--- config.mk ---
export PLATFORM = sky130hd
export DESIGN_NAME = alu_operand_stage
export DESIGN_NICKNAME = d
export VERILOG_FILES = /design/src/rtl/alu_operand_stage.sv
export SDC_FILE = /design/constraint.sdc
export NUM_CORES = 1
export LEC_CHECK = 0
export CAP_MARGIN = 15
export CORE_AREA = 3 3 119 144
export DETAILED_ROUTE_END_ITERATION = 8
export DIE_AREA = 0 0 122 147
export PLACE_DENSITY = 0.79
export SLEW_MARGIN = 10
export SYNTH_ARGS = -nofsm -noshare
export SYNTH_HDL_FRONTEND = slang
export SYNTH_SLANG_ARGS = --single-unit
--- constraint.sdc ---
create_clock -name iClk -period 7.7 [get_ports iClk]
set_input_delay 1.54 -clock iClk [delete_from_list [all_inputs] [get_ports iClk]]
set_output_delay 1.54 -clock iClk [all_outputs]
set_load 0.01 [all_outputs]
--- src/rtl/alu_operand_stage.sv ---
// RV32I ALU operand stage: decodes R/I/LUI/AUIPC operands into a two-entry
// (output register + skid register) FIFO. Define ALU_STAGE_SHAMT_CHECK_EN to flag malformed I-type shifts.
module alu_operand_stage (
  input  logic        iClk,
  input  logic        iRst,
  input  logic        iValid,
  output logic        oReady,
  input  logic [31:0] iInstr,
  input  logic [31:0] iRs1Data,
  input  logic [31:0] iRs2Data,
  input  logic [31:0] iPc,
  input  logic        iFlush,
  output logic        oValid,
  input  logic        iReady,
  output logic [31:0] oDataA,
  output logic [31:0] oDataB,
  output logic [2:0]  oFunct3,
  output logic [6:0]  oFunct7,
  output logic [4:0]  oRd,
  output logic        oIllegal
);

  localparam logic [6:0] OPC_OP     = 7'b0110011;
  localparam logic [6:0] OPC_OP_IMM = 7'b0010011;
  localparam logic [6:0] OPC_LUI    = 7'b0110111;
  localparam logic [6:0] OPC_AUIPC  = 7'b0010111;

  typedef struct packed {
    logic [31:0] dataA;
    logic [31:0] dataB;
    logic [2:0]  funct3;
    logic [6:0]  funct7;
    logic [4:0]  rd;
    logic        illegal;
  } opEntry_t;

  typedef enum logic [1:0] {
    EMPTY = 2'd0,
    ONE   = 2'd1,
    TWO   = 2'd2
  } state_t;

  state_t   stateReg;
  state_t   stateNext;
  logic     readyReg;
  opEntry_t outReg;
  opEntry_t skidReg;
  opEntry_t decoded;
  logic     accept;
  logic     drain;
  logic     loadOut;
  logic     loadSkid;
  logic     moveSkid;
  logic     isShift;
  logic     unusedRs1Field;

  // rs1 index is resolved upstream; only its data is consumed here
  assign unusedRs1Field = ^iInstr[19:15];

  assign isShift = (iInstr[14:12] == 3'b001) || (iInstr[14:12] == 3'b101);

`ifdef ALU_STAGE_SHAMT_CHECK_EN
  logic badShift;
  assign badShift = iInstr[25]
                 || !((iInstr[31:25] == 7'b0000000) || (iInstr[31:25] == 7'b0100000))
                 || ((iInstr[31:25] == 7'b0100000) && (iInstr[14:12] == 3'b001));
`endif

  always_comb begin
    decoded    = '0;
    decoded.rd = iInstr[11:7];
    case (iInstr[6:0])
      OPC_OP: begin
        decoded.dataA  = iRs1Data;
        decoded.dataB  = iRs2Data;
        decoded.funct3 = iInstr[14:12];
        decoded.funct7 = iInstr[31:25];
      end
      OPC_OP_IMM: begin
        decoded.dataA  = iRs1Data;
        decoded.funct3 = iInstr[14:12];
        if (isShift) begin
          // bit 25 is dropped from funct7 so RV64-style shamt[5] cannot alias an opcode variant
          decoded.dataB  = {27'b0, iInstr[24:20]};
          decoded.funct7 = {iInstr[31:26], 1'b0};
`ifdef ALU_STAGE_SHAMT_CHECK_EN
          if (badShift) begin
            decoded.illegal = 1'b1;
            decoded.dataA   = '0;
            decoded.dataB   = '0;
          end
`endif
        end else begin
          decoded.dataB = {{20{iInstr[31]}}, iInstr[31:20]};
        end
      end
      OPC_LUI: begin
        decoded.dataB = {iInstr[31:12], 12'b0};
      end
      OPC_AUIPC: begin
        decoded.dataA = iPc;
        decoded.dataB = {iInstr[31:12], 12'b0};
      end
      default: begin
        decoded.illegal = 1'b1;
      end
    endcase
  end

  assign accept = iValid && readyReg;
  assign drain  = oValid && iReady;

  always_ff @(posedge iClk or posedge iRst) begin
    if (iRst) begin
      stateReg <= EMPTY;
      readyReg <= 1'b0;
    end else begin
      stateReg <= stateNext;
      // ready is a registered view of the next state so the upstream sees it without a comb path
      readyReg <= (stateNext != TWO);
    end
  end

  always_comb begin
    stateNext = stateReg;
    if (iFlush) begin
      stateNext = EMPTY;
    end else begin
      case (stateReg)
        EMPTY: if (accept) stateNext = ONE;
        ONE: begin
          if (accept && !drain)      stateNext = TWO;
          else if (!accept && drain) stateNext = EMPTY;
        end
        TWO:     if (drain) stateNext = ONE;
        default: stateNext = EMPTY;
      endcase
    end
  end

  always_comb begin
    oValid   = (stateReg != EMPTY);
    loadOut  = 1'b0;
    loadSkid = 1'b0;
    moveSkid = 1'b0;
    if (!iFlush) begin
      case (stateReg)
        EMPTY: loadOut = accept;
        ONE: begin
          loadOut  = accept && drain;
          loadSkid = accept && !drain;
        end
        TWO:     moveSkid = drain;
        default: ;
      endcase
    end
  end

  always_ff @(posedge iClk or posedge iRst) begin
    if (iRst) begin
      outReg  <= '0;
      skidReg <= '0;
    end else begin
      if (loadOut)       outReg <= decoded;
      else if (moveSkid) outReg <= skidReg;
      if (loadSkid)      skidReg <= decoded;
    end
  end

  assign oReady   = readyReg;
  assign oDataA   = outReg.dataA;
  assign oDataB   = outReg.dataB;
  assign oFunct3  = outReg.funct3;
  assign oFunct7  = outReg.funct7;
  assign oRd      = outReg.rd;
  assign oIllegal = outReg.illegal;

endmodule

* Word level (Yosys, flattened, before mapping) *
Cells that the tools add are included.

word-level totals
  bits in registers = 163
  input port bits = 133
  output and inout bits = 82
  word-level logic and storage cells = 57

cells by class
  equal/unequal tests = 9
  multiplexer cells = 20
  reduce and logical (&&, ||, !) cells = 14

operators with widths
  kind                  count
  $mux W80              2
  $pmux W32 S3          1
  $pmux W32 S2          1
  $mux W32              1
  $pmux W10 S2          1
  $eq A7 B5 Y1 const B  2
  $eq A7 B6 Y1 const B  2
  $mux W2               5
  $mux W7               1
  $mux W1               6
  $pmux W2 S3           1
  $logic_and A1 B1 Y1   5
  $reduce_bool A2 Y1    2
  $reduce_or A2 Y1      2
  $reduce_or A4 Y1      1
  $eq A3 B1 Y1 const B  1
  $eq A3 B3 Y1 const B  1
  $eq A2 B1 Y1 const B  1
  $eq A2 B2 Y1 const B  1
  $logic_not A1 Y1      2
  $logic_not A2 Y1      1
  $ne A2 B2 Y1 const B  1
  $pmux W1 S2           1
  $logic_or A1 B1 Y1    1

* Depth between registers and ports, before layout *
Gate-level depths: netlist of run 1.

  word-level depth = 8
  depth in mapped cells = 7
  gate-level depth less buffers = 4

* Worst setup path before layout of run 1 *
Ideal clock, no wire load.

  path kind = input to register
  start point = input port iInstr[5]
  end point = register outReg, in the netlist oDataB[0]
  setup time = 126 ps
  data arrival time = 2613 ps
  slack = 4961 ps
  stages on the path = 5
  buffers on the path = 2
  path through = buf_2 clkbuf_1 mux2i_1 nor3_1 a221o_1

between the ends
  word-level cells in the longest chain between the ends = 4
  elaborated cells between the ends (all ways) = 7
  those cells by class = 4 x eq/ne; 2 x mux; 1 x reduce/logical

RTL lines
  item                                          line  RTL
  start: declaration                            8     input logic [31:0] iInstr,
  $eq A7 B5 Y1 or $eq A7 B6 Y1 (tied branches)  72    case (iInstr[6:0])
  $reduce_or A2 Y1 (no line)                    -
  $pmux W32 S3 (*)                              72
  $mux W80 (*)                                  164   if (loadOut) outReg <= decoded;
  end signal: assignment                        164
  end signal: assignment                        165   else if (moveSkid) outReg <= skidReg;
  end: declaration                              46    opEntry_t outReg;

Mark *: on every way between the ends. The rest lies on a longest branch, timed or not.
A chain may end at the register's enable or synchronous reset.

* Worst setup path after layout of run 1 *
  start point = input port iInstr[0]
  end point = register outReg, in the netlist oDataA[11]

between the ends
  word-level cells in the longest chain between the ends = 4
  elaborated cells between the ends (all ways) = 6
  those cells by class = 3 x eq/ne; 2 x mux; 1 x reduce/logical

RTL lines
  item                                          line
  $eq A7 B5 Y1 or $eq A7 B6 Y1 (tied branches)  72
  $reduce_or A2 Y1 (no line)                    -
  $pmux W32 S2 (*)                              72
  $mux W80 (*)                                  164

Marked as above.

==> flow_metrics.tcl, run 1 <==
set metrics [dict create \
    cpPeakStageDelay_ns 0.66 \
    hold_class "reg2reg" \
    outcome "finished clean" \
    cts_max_level 4 \
    clk_pin_slew_worst_paths_ns 0.06 \
    finalClockSkew_ns 0.007533 \
    leakagePower_uw 0.004243 \
    drc 0 \
    required_ns 8.02 \
    fin_crit_sh 0.4852 \
    yosysWarnings 0 \
    setup_slack_ns 3.964 \
    synth_cell_types 40 \
    synth.ff_latch_count 163 \
    drtIter0Drc 667 \
    antenna_left 0 \
    start_util 0.4782 \
    final_cell_mix "213 x clkdlybuf4s50_1, 163 x dfrtp_1, 99 x nand2_1" \
    path_buf_inv 2 \
    antenna_found_initial 0 \
    cts_setup_buffers 0 \
    port_buffers 214 \
    synth_cells 737 \
    synth_fa_ha_area_frac 0 \
    finalWeightedCongestion 0.8111 \
    synthMuxAreaShare 0.01200 \
    clockBufferDepth 2 \
    slew_violations 0 \
    detailed_place_hpwl_um 14390 \
    grt_pass1_wl_um 35090 \
    slew_headroom 0.3062 \
    crit_path_max_fanout 61 \
    synthesis.area_um2 7508 \
    wire_per_inst_um 19.33 \
    vias 6656 \
    grt_pass1_vias 6534 \
    final_nets 1044 \
    synth_edf_count 0 \
    syn_avg_cell_area_um2 10.19 \
    root_buffer "clkbuf_16" \
    antenna_cells 0 \
    clock_latency_ns 0.43 \
    drv_cap 0 \
    arrival_ns 4.05 \
    seqCellArea_um2 4079 \
    layout_min_cycle_time_ns 3.736 \
    die_height_um 147 \
    pre_cts_ws_ns 3.565 \
    die_area_um2 17930 \
    synthArstFlopShare 1.000 \
    wl_met1_um 8855 \
    rows 50 \
    area_growth_pct 35.58 \
    start_kind "input pin" \
    power-per-cell-area_nw_per_um2 203.2 \
    hold_violations 0 \
    rsz0062_at_grt "false" \
    yosysSeqAreaShare 0.5432 \
    synth_compound_area_frac 0.2615 \
    cts_tree "yes" \
    core-area_um2 15700 \
    synth_flop_cell "dfrtp_1" \
    worstMarginPinSlew_ns 1.041 \
    fmax_mhz 267.7 \
    drt-vias-per-instance 5.880 \
    synth_fp_nets 870 \
    grt_max_degree 85 \
    final_area_um2 10180 \
    setup_viol 0 \
    ctsResizeCount 0 \
    grt_overflow 0 \
    wirelength_um 21880 \
    drt_pass1_iterations 6 \
    io_pins 215 \
    crit_slowest_cell "buf_4" \
    cp-end-kind "flop" \
    synth_xor_area_frac 0.001166 \
    fillers 1296 \
    gr-usage-all-layers 0.2482 \
    crit_family "buffers and inverters" \
    layout_commonest_cell "clkdlybuf4s50_1" \
    wl_met2_um 10810 \
    cts_buffers 17 \
    top_layer "met4" \
    cts_hold_buf 0 \
    worstPathCellList "clkdlybuf4s50_1, nand4b_4, nor3_4, buf_4, a22oi_1, o21ai_0" \
    cts_sinks 163 \
    wl_met3_um 1650 \
    synth_top_family_by_area "compound AO/OA/AOI/OAI gates" \
    place_area_um2 9613 \
    setup_tns_ns 0 \
    peakVddDrop_mv 0.1467 \
    drive_above_1_share 0.08658 \
    die_w_um 122 \
    synth-simple-area-share 0.1280 \
    crit_type "in2reg" \
    multi_input_area_um2 3030 \
]
[power breakdown]
part | leakage [µW] | internal, µW | switching (µW) | total (µW)
Combinational | 0.00179 | 137 | 138 | 276
Clock | 0.000270 | 457 | 357 | 814
Sequential | 0.00219 | 935 | 43.9 | 979
Total | 0.00424 | 1530 | 539 | 2070
[stage by stage]
| stage | hold WS, ns | utilization | total power, µW | std cells |
|---|---|---|---|---|
| 6_report | 0.4792 | 0.6483 | 2068 | 1132 |
| 5_1_grt | 0.5076 | 0.6483 | 2166 | 1132 |
| 4_1_cts | 0.4852 | 0.6483 | 2078 | 1132 |
| 3_5_place_dp | 0.4608 | 0.6122 | 1270 | 1100 |
| 3_3_place_gp | 0.4591 | 0.6122 | 1263 | 1100 |
| 2_1_floorplan | 0.4391 | - | 1126 | 737 |
[kinds of logic (layout without fill, tap and decap cells)]
kind of cell / Yosys count / in the layout
multiplexers: 9 / 9
AND/OR/NAND/NOR: 207 / 207
buffers and inverters: 78 / 265
XOR/XNOR: 1 / 1
flip-flops: 163 / 163
AO/OA/AOI/OAI: 279 / 279
[worst min-delay path, stage by stage, from the launching register on]
cell and delay, ns:
dfrtp_1 0.34, nand2_1 0.05, o31ai_1 0.05
[synthesized netlist by cell type, types with 3 or more instances]
master | number | share of area
o21ai_0 | 45 | 0.030
buf_4 | 7 | 0.0070
inv_1 | 11 | 0.0055
a22oi_2 | 20 | 0.033
clkbuf_1 | 19 | 0.0095
o21ai_1 | 53 | 0.035
a221oi_1 | 11 | 0.013
nor3_1 | 5 | 0.0033
a22oi_1 | 81 | 0.081
buf_6 | 6 | 0.0090
nor3_4 | 4 | 0.0087
mux2i_1 | 9 | 0.012
a221o_1 | 5 | 0.0067
a32oi_1 | 4 | 0.0047
a22o_1 | 16 | 0.019
nor2_1 | 46 | 0.023
nand2b_1 | 3 | 0.0025
buf_2 | 34 | 0.023
a21oi_1 | 21 | 0.014
nand3_1 | 36 | 0.024
nand2_1 | 99 | 0.049
dfrtp_1 | 163 | 0.54
o31ai_1 | 11 | 0.011
a21o_1 | 6 | 0.0060
[metal layers]
metal | global-route usage | vias up
li1 | - | 3051
met4 | 0.08296 | 0
met1 | 0.3374 | 3265
met3 | 0.05468 | 39
met5 | 0 | -
met2 | 0.3955 | 301
[flip-flops by register name, summed over array words and instances, names as in the netlist]
| register | count |
|---|---|
| skidReg | 80 |
| oDataA | 32 |
| oDataB | 32 |
| oFunct7 | 7 |
| oRd | 5 |
| oFunct3 | 3 |
| stateReg | 2 |
| oIllegal | 1 |
| oReady | 1 |
[layout make-up]
type / instances / share of cell area
flip-flops and latches: 163 / 0.4007
multi-input cells: 496 / 0.2977
repair buffers: 222 / 0.2158
clock buffers: 18 / 0.04314
well taps: 208 / 0.02557
clock inverters: 14 / 0.01254
inverters: 11 / 0.004548
[path summary, 6_finish.rpt]
path,slack (ns),depth (start not counted),startpoint,endpoint
setup / recovery,3.96,6,iInstr[0],oDataA[11]$_DFFE_PP0P_
hold / removal,0.48,2,skidReg[18]$_DFFE_PP0P_,skidReg[18]$_DFFE_PP0P_
setup reg to reg,5.36,5,stateReg[1]$_DFF_PP0_,skidReg[42]$_DFFE_PP0P_
hold reg to reg,0.48,2,skidReg[18]$_DFFE_PP0P_,skidReg[18]$_DFFE_PP0P_
max in group asynchronous,4.58,3,iRst,oRd[2]$_DFFE_PP0P_
min in group asynchronous,1.62,2,iRst,oDataB[4]$_DFFE_PP0P_
(Power assumes the default switching activity.)
==> run 2: changes to the inputs <==
Clock period 7.7 ns to 3.6 ns, I/O delays scaled along.
==> run 2 against run 1 <==
Final cell count increased by 1.2%. Flip-flop and latch count unchanged. Critical endpoint is now skidReg[11]$_DFFE_PP0P_. Register-to-register slack got worse by 4.0 ns. Highest routed layer is now met5. First-iteration DRC count decreased by 0.75%. Critical path depth unchanged.
==> flow_metrics.tcl, run 2 (synthesis results as in run 1) <==
set metrics [dict create \
    outcome "finished clean" \
    p_sw_frac 0.2377 \
    fmax_mhz 402.1 \
    start_kind "input pin" \
    crit_family "simple AND/OR/NAND/NOR gates" \
    crit_slowest_cell "nand3_2" \
    required_ns 3.95 \
    path_buf_inv 2 \
    finalWeightedCongestion 0.8370 \
    grt_pass1_vias 6574 \
    leakagePower_uw 0.004363 \
    drv_cap 0 \
    drive_above_1_share 0.09712 \
    core-area_um2 15700 \
    power.share.clock 0.411 \
    final_cell_mix "213 x clkdlybuf4s50_1, 163 x dfrtp_1, 99 x nand2_1" \
    crit_type "in2reg" \
    hold_class "reg2reg" \
    pwr-share-seq 0.457 \
    antenna_left 0 \
    arrival_ns 2.84 \
    drtIter0Drc 662 \
    instances_no_fill 1146 \
    wirelength_um 22120 \
    place_inst 1114 \
    finalClockSkew_ns 0.004438 \
    pre_cts_ws_ns 0.7031 \
    drt-vias-per-instance 5.798 \
    antenna_found_initial 1 \
    cp-end-kind "flop" \
    setup_viol 0 \
    fillers 1228 \
    layout_commonest_cell "clkdlybuf4s50_1" \
    die_area_um2 17930 \
    area_growth_pct 38.66 \
    slew_headroom 0.3200 \
    grtUsageMet3 0.06007 \
    rows 50 \
    hold_slack_ns 0.4828 \
    worstMarginPinSlew_ns 1.020 \
    grt_pass1_wl_um 34700 \
    slew_violations 0 \
    fin_crit_sh 0.6909 \
    wire_per_inst_um 19.30 \
    setup_slack_ns 1.113 \
    drc 0 \
    worstPathCellList "clkdlybuf4s50_1, and3b_2, nand3_2, buf_4, nor3_4, a22o_1" \
    final_nets 1058 \
    max_flop_register "skidReg" \
    io_pins 215 \
    clk_pin_slew_worst_paths_ns 0.06 \
    clockBufferDepth 2 \
    setup_tns_ns 0 \
    p_int_uw 3499 \
    grt_overflow 0 \
    die_w_um 122 \
    gr-usage-all-layers 0.2474 \
    peakVddDrop_mv 0.3010 \
    top_usage_layer "met2" \
    ctsResizeCount 0 \
    cts_sinks 163 \
    cts_buffers 17 \
    p_sw_uw 1091 \
    cts_setup_buffers 0 \
    power-per-cell-area_nw_per_um2 440.9 \
    cts_max_level 4 \
    layout_min_cycle_time_ns 2.487 \
    cts_hold_buf 0 \
    grt_use_met1 0.3271 \
    rsz0062_at_grt "false" \
    cpPeakStageDelay_ns 0.53 \
    clock_latency_ns 0.42 \
    detailed_place_hpwl_um 14980 \
    die_height_um 147 \
    vias 6645 \
    pwr-share-comb 0.131 \
    port_buffers 214 \
    largest_register_ffs 80 \
    grt_max_degree 81 \
    gr-usage-met2 0.3941 \
    hold_violations 0 \
    start_util 0.4782 \
    root_buffer "clkbuf_16" \
    crit_path_max_fanout 26 \
    drt_pass1_iterations 6 \
    cts_tree "yes" \
]
==> run 2: routing by layer <==
layer | routed length [µm] | up-vias
li1 | - | 3075
met1 | 9156 | 3217
met2 | 10780 | 305
met3 | 1537 | 46
met4 | 627 | 2
met5 | 13 | -
==> run 2: layout make-up <==
type,instances,area [µm²],area share
tap,208,260.3,0.02500
clock inverter,10,156.4,0.01502
sequential,163,4079,0.3918
antenna,1,2.502,0.0002404
timing repair buffer,236,2377,0.2283
inverter,11,45.04,0.004326
clock buffer,21,460.4,0.04423
multi-input combinational,496,3030,0.2911
==> run 2: worst register-to-register path, cell delays in order (launching register included) <==
cell     delay [ns]
dfrtp_1        0.43
and3b_2        0.34
nand3_2        0.53
buf_4          0.44
nor3_4         0.23
a22o_1         0.19
==> run 2: worst paths after layout <==
| check | end | start | cells past startpoint | slack, ns |
|---|---|---|---|---|
| max | skidReg[11]$_DFFE_PP0P_ | iValid | 6 | 1.11 |
| min | skidReg[1]$_DFFE_PP0P_ | skidReg[1]$_DFFE_PP0P_ | 2 | 0.48 |
| max reg2reg | skidReg[11]$_DFFE_PP0P_ | stateReg[1]$_DFF_PP0_ | 5 | 1.38 |
| min reg2reg | skidReg[1]$_DFFE_PP0P_ | skidReg[1]$_DFFE_PP0P_ | 2 | 0.48 |
| max in group asynchronous | skidReg[60]$_DFFE_PP0P_ | iRst | 3 | 2.24 |
| min in group asynchronous | oDataB[4]$_DFFE_PP0P_ | iRst | 2 | 0.69 |
==> run 2: power by group through the flow <==
stage,Sequential (µW),Clock (µW),Combinational [µW]
finish,2100,1890,604
global route,2120,2010,666
CTS,2100,1910,609
detailed placement,2130,0,605
global placement,2120,0,591
floorplan,2120,0,287
==> run 2: through the flow <==
| step | instance area, µm² | utilization | power (µW) |
|---|---|---|---|
| after floorplan | 7512 | - | 2408 |
| after global placement | 9792 | 0.6236 | 2709 |
| after detailed placement | 9792 | 0.6236 | 2733 |
| after CTS | 10410 | 0.6629 | 4616 |
| after global routing | 10410 | 0.6629 | 4791 |
| final | 10410 | 0.6630 | 4590 |
==> run 3: changes to the inputs <==
Settings changed: CORE_AREA 3 3 119 144 to 3 3 125 151, DIE_AREA 0 0 122 147 to 0 0 128 154, PLACE_DENSITY 0.79 to 0.75.
Clock period 3.6 ns to 2.2 ns, I/O delays scaled along.
==> run 3 against run 2 <==
Non-clock buffer count up 28. Clock skew up 0.0030 ns. Via count up 0.48%. Worst hold slack worse by 0.19 ns. Flip-flop and latch count unchanged. Combinational power up 69%. Largest cell class unchanged. Die area up 9.9%. Clock-buffer cell count down 4. Routed wire length up 3.6%. Sequential share of layout area down 1.2 points. First-iteration DRC count down 18%.
==> flow_metrics.tcl, run 3 (synthesis results as in run 1) <==
set metrics [dict create \
    wl_met3_um 1244 \
    wire_per_inst_um 19.31 \
    crit_slowest_cell "clkdlybuf4s50_1" \
    p_total_uw 7380 \
    grt_max_degree 72 \
    leakagePower_uw 0.004522 \
    cts_max_level 4 \
    root_buffer "clkbuf_16" \
    hold_violations 0 \
    area_growth_pct 43.06 \
    die_w_um 128 \
    rsz0062_at_grt "false" \
    drv_cap 0 \
    wl_met2_um 11690 \
    die_height_um 154 \
    grt_pass1_vias 6661 \
    drt_pass1_iterations 5 \
    layout_commonest_cell "clkdlybuf4s50_1" \
    grt_overflow 0 \
    rows 53 \
    vias 6677 \
    wl_met1_um 9557 \
    drive_above_1_share 0.1263 \
    core-area_um2 17510 \
    finalWeightedCongestion 0.8148 \
    cts_buffers 17 \
    worstPathCellList "or2_2, clkdlybuf4s50_1" \
    crit_type "reg2out" \
    die_area_um2 19710 \
    outcome "finished clean" \
    cp-end-kind "output pin" \
    cts_sinks 163 \
    gr-usage-all-layers 0.2311 \
    clock_latency_ns 0.43 \
    port_buffers 214 \
    drtIter0Drc 540 \
    setup_viol 0 \
    crit_family "buffers and inverters" \
    slew_violations 0 \
    clk_pin_slew_worst_paths_ns 0.07 \
    grt_pass1_wl_um 36070 \
    detailed_place_hpwl_um 16030 \
    finalClockSkew_ns 0.007412 \
    top_layer "met4" \
    largest_register_ffs 80 \
    path_buf_inv 1 \
    io_pins 215 \
    fmax_mhz 473.2 \
    antenna_left 0 \
    place_area_um2 10150 \
    ctsResizeCount 0 \
    required_ns 1.76 \
    power-per-cell-area_nw_per_um2 687.1 \
    crit_path_max_fanout 6 \
    start_util 0.4289 \
    peakVddDrop_mv 0.5038 \
    cpPeakStageDelay_ns 0.51 \
    final_nets 1086 \
    arrival_ns 1.67 \
    cts_hold_buf 0 \
    final_cell_mix "213 x clkdlybuf4s50_1, 163 x dfrtp_1, 99 x nand2_1" \
    slew_headroom 0.6708 \
    layout_min_cycle_time_ns 2.113 \
    hold_class "in2async" \
    max_flop_register "skidReg" \
    cts_setup_buffers 0 \
    final_area_um2 10740 \
    wirelength_um 22920 \
    cts_tree "yes" \
    antenna_found_initial 1 \
    drc 0 \
    worstMarginPinSlew_ns 0.4939 \
    clockBufferDepth 2 \
    fin_crit_sh 0.9605 \
    start_kind "flop" \
    drt-vias-per-instance 5.625 \
]
## run 3: changes by cell type in the layout (fill, tap and decap cells not counted)
cell	previous run	this run
clkbuf_1	2	0
buf_4	16	33
clkinv_2	4	3
clkbuf_8	2	0
inv_6	0	2
clkinv_4	1	5
buf_12	6	17
clkinvlp_4	2	4
bufinv_16	4	2
## run 3: per-stage QoR
stage	hold slack [ns]	TNS, ns	utilization	setup WS, ns	instances
floorplan	0.4391	-50.66	-	-0.3108	737
global placement	0.4587	-0.01578	0.5800	-0.007182	1154
detailed placement	0.4645	-0.08062	0.5800	-0.04916	1154
CTS	0.2917	0	0.6134	0.06377	1186
global route	0.2940	0	0.6136	0.03482	1187
finish	0.2975	0	0.6136	0.08692	1187
## run 3: final timing paths
path / cells after the start / start / end / slack, ns
setup reg to reg: 4 / stateReg[1]$_DFF_PP0_ / oDataA[1]$_DFFE_PP0P_ / 0.48
hold reg to reg: 2 / skidReg[5]$_DFFE_PP0P_ / skidReg[5]$_DFFE_PP0P_ / 0.48
max in group asynchronous: 3 / iRst / oRd[0]$_DFFE_PP0P_ / 1.32
hold / removal: 2 / iRst / oDataA[17]$_DFFE_PP0P_ / 0.30
min in group iClk: 2 / skidReg[5]$_DFFE_PP0P_ / skidReg[5]$_DFFE_PP0P_ / 0.48
setup / recovery: 2 / stateReg[1]$_DFF_PP0_ / oValid / 0.09
## run 3: power by group
| part | internal [µW] | total [µW] | switching, µW |
|---|---|---|---|
| clock network | 1680 | 2920 | 1250 |
| logic | 533 | 1020 | 491 |
| registers | 3270 | 3430 | 162 |
## run 3: metal layers
metal / up-vias / GRT usage
met3: 27 / 0.04413
li1: 3133 / -
met5: - / 0
met4: 0 / 0.07230
met1: 3276 / 0.3096
met2: 241 / 0.3799
## run 3: final cells by class
type                            instances  area, µm²
Tap cell                              220      275.3
Antenna cell                            1      2.502
Inverter                               11      45.04
Sequential cell                       163       4079
Clock inverter                         15      158.9
Multi-Input combinational cell        496       3030
Fill cell                            1475       6765
Clock buffer                           17      425.4
Timing Repair Buffer                  264       2725
## run 3: worst register-to-register path: cells and delay by family, from the launching register on
kind                   cells  cell delay [ns]
and+or+nand+nor            2             0.66
DFF                        1             0.43
buffers and inverters      1             0.31
AOI/OAI and AO/OA          1             0.22
